`config.mk`:
```
export PLATFORM = sky130hd
export DESIGN_NAME = ifu_fetch
export DESIGN_NICKNAME = d
export VERILOG_FILES = /design/src/rtl/ifu_pkg.sv /design/src/rtl/npc_calc.sv /design/src/rtl/ifu_fetch.sv
export SDC_FILE = /design/constraint.sdc
export NUM_CORES = 1
export LEC_CHECK = 0
export BUFFER_PORTS_ARGS = -buffer_cell sky130_fd_sc_hd__buf_4
export CELL_PAD_IN_SITES_DETAIL_PLACEMENT = 0
export CELL_PAD_IN_SITES_GLOBAL_PLACEMENT = 1
export CORE_UTILIZATION = 39
export CTS_CLUSTER_DIAMETER = 120
export CTS_CLUSTER_SIZE = 20
export DETAILED_ROUTE_END_ITERATION = 10
export PLACE_DENSITY = 0.93
export SLEW_MARGIN = 20
export SYNTH_ARGS = -nofsm -noshare
export SYNTH_HDL_FRONTEND = slang
export SYNTH_SLANG_ARGS = --single-unit
```
`constraint.sdc`:
```
create_clock -name clk -period 3.28 [get_ports clk]
set_input_delay 0.164 -clock clk [delete_from_list [all_inputs] [get_ports clk]]
set_output_delay 0.164 -clock clk [all_outputs]
set_load 0.02 [all_outputs]
```
`src/rtl/ifu_pkg.sv`:
```
// Shared definitions for the instruction-fetch unit: next-PC kinds, FSM states
// and the default reset vector.
package ifu_pkg;

  localparam logic [31:0] IFU_RESET_PC = 32'h0000_0000;

  // Upper two bits of npc_op; bit 0 is the branch-taken flag.
  typedef enum logic [1:0] {
    NPC_SEQ  = 2'b00,
    NPC_JAL  = 2'b01,
    NPC_JALR = 2'b10,
    NPC_BR   = 2'b11
  } npc_kind_e;

  typedef enum logic [1:0] {
    FETCH  = 2'b00,
    DECODE = 2'b01,
    ERR    = 2'b10
  } state_e;

  function automatic logic [31:0] pc_inc(input logic [31:0] pc);
    return pc + 32'd4;
  endfunction

endpackage

```
`src/rtl/npc_calc.sv`:
```
// Combinational next-PC selection for sequential flow, JAL, JALR and
// conditional branches. All sums wrap modulo 2^32.
module npc_calc
  import ifu_pkg::*;
(
  input  logic [31:0] pc,
  input  logic [2:0]  npc_op,
  input  logic [31:0] imm,
  input  logic [31:0] rs1,
  output logic [31:0] npc
);

  npc_kind_e   kind;
  logic        taken;
  logic [31:0] seq_target;
  logic [31:0] rel_target;
  logic [31:0] reg_target;

  assign kind       = npc_kind_e'(npc_op[2:1]);
  assign taken      = npc_op[0];
  assign seq_target = pc_inc(pc);
  assign rel_target = pc + imm;
  // JALR drops bit 0 of the computed target; bit 1 is left for the misalign check.
  assign reg_target = (rs1 + imm) & ~32'h1;

  always_comb begin
    npc = seq_target;
    case (kind)
      NPC_SEQ:  npc = seq_target;
      NPC_JAL:  npc = rel_target;
      NPC_JALR: npc = reg_target;
      NPC_BR:   npc = taken ? rel_target : seq_target;
      default:  npc = seq_target;
    endcase
  end

endmodule

```
`src/rtl/ifu_fetch.sv`:
```
// Single-outstanding instruction fetch unit: fetches at pc, holds the word for
// decode until commit, then redirects or traps on a misaligned target.
module ifu_fetch
  import ifu_pkg::*;
#(
  parameter logic [31:0] RESET_PC = IFU_RESET_PC
) (
  input  logic        clk,
  input  logic        rst_n,
  output logic        imem_req,
  output logic [31:0] imem_addr,
  input  logic        imem_ack,
  input  logic [31:0] imem_rdata,
  output logic        inst_valid,
  output logic [31:0] inst,
  output logic [31:0] inst_pc,
  output logic [31:0] pc_plus4,
  input  logic        commit,
  input  logic [2:0]  npc_op,
  input  logic [31:0] imm,
  input  logic [31:0] rs1,
  output logic        misalign,
  output logic [31:0] instret
);

  state_e      state_reg, state_next;
  logic [31:0] pc_reg, pc_next;
  logic [31:0] inst_reg, inst_next;
  logic        valid_reg, valid_next;
  logic        misalign_reg, misalign_next;
  logic [31:0] instret_reg, instret_next;
  logic        req_reg, req_next;
  logic [31:0] npc;
  logic        accept;

  npc_calc u_npc_calc (
    .pc     (pc_reg),
    .npc_op (npc_op),
    .imm    (imm),
    .rs1    (rs1),
    .npc    (npc)
  );

  // The request is registered so it stays low while reset is held and rises
  // on the first edge afterwards; acks are only honoured against a live request.
  assign accept = (state_reg == FETCH) && req_reg && imem_ack;

  always_comb begin
    state_next    = state_reg;
    pc_next       = pc_reg;
    inst_next     = inst_reg;
    valid_next    = valid_reg;
    misalign_next = misalign_reg;
    instret_next  = instret_reg;
    req_next      = req_reg;
    case (state_reg)
      FETCH: begin
        req_next = 1'b1;
        if (accept) begin
          state_next = DECODE;
          inst_next  = imem_rdata;
          valid_next = 1'b1;
          req_next   = 1'b0;
        end
      end
      DECODE: begin
        req_next = 1'b0;
        if (commit) begin
          instret_next = instret_reg + 32'd1;
          valid_next   = 1'b0;
          if (npc[1:0] == 2'b00) begin
            pc_next    = npc;
            state_next = FETCH;
            req_next   = 1'b1;
          end else begin
            misalign_next = 1'b1;
            state_next    = ERR;
          end
        end
      end
      ERR: begin
        req_next   = 1'b0;
        valid_next = 1'b0;
      end
      default: begin
        state_next = ERR;
        req_next   = 1'b0;
        valid_next = 1'b0;
      end
    endcase
  end

  always_ff @(posedge clk or negedge rst_n) begin
    if (!rst_n) begin
      state_reg    <= FETCH;
      pc_reg       <= RESET_PC;
      inst_reg     <= 32'h0;
      valid_reg    <= 1'b0;
      misalign_reg <= 1'b0;
      instret_reg  <= 32'h0;
      req_reg      <= 1'b0;
    end else begin
      state_reg    <= state_next;
      pc_reg       <= pc_next;
      inst_reg     <= inst_next;
      valid_reg    <= valid_next;
      misalign_reg <= misalign_next;
      instret_reg  <= instret_next;
      req_reg      <= req_next;
    end
  end

  assign imem_req   = req_reg;
  assign imem_addr  = pc_reg;
  assign inst_valid = valid_reg;
  assign inst       = inst_reg;
  assign inst_pc    = pc_reg;
  assign pc_plus4   = pc_inc(pc_reg);
  assign misalign   = misalign_reg;
  assign instret    = instret_reg;

endmodule

```
==> results_dict.tcl <==
set metrics [dict create \
    outcome "completed" \
    required_ns 3.50 \
    start_kind "flip-flop" \
    clock_path_buffers 2 \
    final_cells 1487 \
    fin_area_sq_um 11000 \
    synthTopCellsByArea "dfrtp_1 (30%), ha_1 (9.2%), xnor2_1 (7.5%)" \
    vias 8472 \
    synth.largest_area_cell "dfrtp_1" \
    synth_top_area_frac 0.295 \
    root_buffer "clkbuf_16" \
    max_cap_violations 0 \
    p_total_mw 3.04 \
    ys_seq_elements 101 \
    period_share 0.926 \
    crit_arrival_ns 3.26 \
    numCtsBuffers 9 \
    relSlewSlack 0.501 \
    cp_max_fo 5 \
    grt_pass1_wl_um 43600 \
    area_growth_pct 28.8 \
    cts_tree "yes" \
    die_h_um 150 \
    postSynthCellCount 971 \
    dpl.cell_count 1470 \
    hp-class "input pin to flip-flop" \
    clock_latency_ns 0.36 \
    dpl_cell_area_sq_um 10700 \
    layout_commonest_cell "buf_4" \
    postCtsSetupBuffers 0 \
    place.gp.congestion 0.900 \
    nets 1375 \
    leakage_nw 5.55 \
    rows 53 \
    crit_family "compound AO/OA/AOI/OAI gates" \
    crit_type "flip-flop to flip-flop" \
    finalSetupViolCount 0 \
    netlist_area_sq_um 8560 \
    drive_above_1_share 0.306 \
    rsz0062_at_grt "false" \
    cts_sinks 101 \
    path_buf_inv 1 \
    core_area_sq_um 21300 \
    port_buffers 265 \
    worst_clock_skew_ns 0.0140 \
    yosys_warnings 0 \
    grtUsageTotal 0.252 \
    num-fill-cells 2003 \
    slowest_delay_ns 0.40 \
    layout_common_cells "buf_4 (290), dfrtp_1 (101), nand2_1 (81), a21oi_1 (81), xnor2_1 (73)" \
    vias_per_cell 5.70 \
    end_kind "flip-flop" \
    ios 266 \
    syn_nets 1139 \
    drt_iter0_markers 549 \
    hold_viol_final 0 \
    start_util 0.402 \
    seq_area_frac_synth 0.295 \
    clk_pin_slew_ns 0.08 \
    dr.pass1.iters 5 \
    tns_ns 0 \
    grt_max_degree 56 \
    synth_area_per_cell_sq_um 8.82 \
    ant_nets 0 \
    yosysUniqueCellTypes 76 \
    cts_max_level 3 \
    diodes 0 \
    synth_flop_cell "dfrtp_1" \
    hpwlAfterDp_um 22700 \
    fp.dieArea_sq_um 22600 \
    cts.repair.resized 0 \
    post-route-min-period_ns 3.04 \
    grt_antenna_before_repair 0 \
    async_flop_share 1.00 \
    route.detailed.drc 0 \
    synth_edf_count 0 \
    grt_pass1_vias 8059 \
    overflow 0 \
    crit_path_cell_trace "ha_1 -> inv_1 -> fa_1 -> nor2b_1 -> o31a_1 -> o211a_1 -> o211a_4 -> a311oi_2 -> o31ai_2 -> mux2i_1 -> o31ai_1 -> a32oi_1" \
    tightest_slew_ns 0.748 \
    power.density_nw_per_um2 275 \
    cp_slowest_cell "fa_1" \
    chipWidth_um 150 \
    peakVddDrop_uv 178 \
    max_freq_ghz 0.329 \
    wire_per_inst_um 19.3 \
    routed_wl_um 28600 \
    slew_violations 0 \
]
[cells in the mapped netlist, types with 4 or more instances]
master,instances
ha_1,63
o31ai_1,7
and3_1,21
a221oi_1,9
xnor2_1,73
a21oi_1,81
buf_2,8
a21o_1,33
buf_4,34
o21ai_0,40
and4_1,8
nor2b_1,7
dfrtp_1,101
nand2b_1,9
inv_1,21
a211oi_1,8
nor3_1,17
clkbuf_1,23
o21ai_1,14
o21bai_1,12
nor2_1,65
and2_1,5
o211ai_1,8
o22ai_1,6
a31oi_1,11
nand3_1,29
o21ai_2,4
mux2_2,33
a31o_2,4
a222oi_1,5
nand2_1,81
nand4_1,19
mux2i_1,4
xor2_1,33
o21a_1,12
[logic make-up after synthesis]
| logic type | after synthesis | share of synthesized area |
|---|---|---|
| compound gates | 290 | 0.229 |
| simple gates | 281 | 0.164 |
| xor+xnor | 107 | 0.110 |
| flops | 101 | 0.295 |
| buf+inv | 90 | 0.0573 |
| fa+ha+maj | 65 | 0.0967 |
| mux | 37 | 0.0481 |
[timing repair]
item                                    CTS  global route
endpoints found under the hold margin    46             0
endpoints found under the setup margin    0             0
hold buffers                              1             0
[metal layers]
metal,vias to the layer above,GRT usage,share of wire
li1,4026,-,-
met1,4019,0.311,0.41
met2,382,0.434,0.48
met3,45,0.0552,0.086
met4,0,0.0793,0.027
met5,-,0,0
[report_power, final]
part / total [mW] / leakage (nW) / switching (mW) / internal [mW]
clock: 1.09 / 0.143 / 0.557 / 0.537
combinational: 0.701 / 4.01 / 0.400 / 0.301
sequential: 1.24 / 1.39 / 0 / 1.24
[metrics by stage]
| step | utilization | hold slack, ns | worst slack, ns |
|---|---|---|---|
| 5_1_grt | 0.518 | 0.0261 | 0.0239 |
| 3_5_place_dp | 0.504 | 0.253 | 0.315 |
| 3_3_place_gp | 0.504 | 0.251 | 0.381 |
| 6_report | 0.518 | 0.0458 | 0.242 |
| 2_1_floorplan | - | -0.132 | 0.383 |
| 4_1_cts | 0.518 | 0.0325 | 0.285 |
[worst paths after layout]
path / from / to / slack (ns) / cells past startpoint
setup / recovery: imem_addr[0] / imem_addr[30] / 0.24 / 12
hold / removal: imem_rdata[14] / inst[14] / 0.05 / 2
setup reg to reg: imem_addr[0] / imem_addr[30] / 0.24 / 12
hold reg to reg: misalign / misalign / 0.48 / 1
max in group asynchronous: rst_n / inst[29] / 2.15 / 3
min in group asynchronous: rst_n / instret[5] / 0.39 / 2
[layout make-up]
cell class | instances | area [sq um] | area share
clock buffer | 9 | 225 | 0.0204
inverter | 22 | 82.6 | 0.00749
tap | 275 | 344 | 0.0312
clock inverter | 7 | 68.8 | 0.00624
timing repair buffer | 293 | 2230 | 0.202
sequential | 101 | 2530 | 0.229
multi-input combinational | 780 | 5560 | 0.504
No activity file was read; power rests on OpenSTA's default activity.
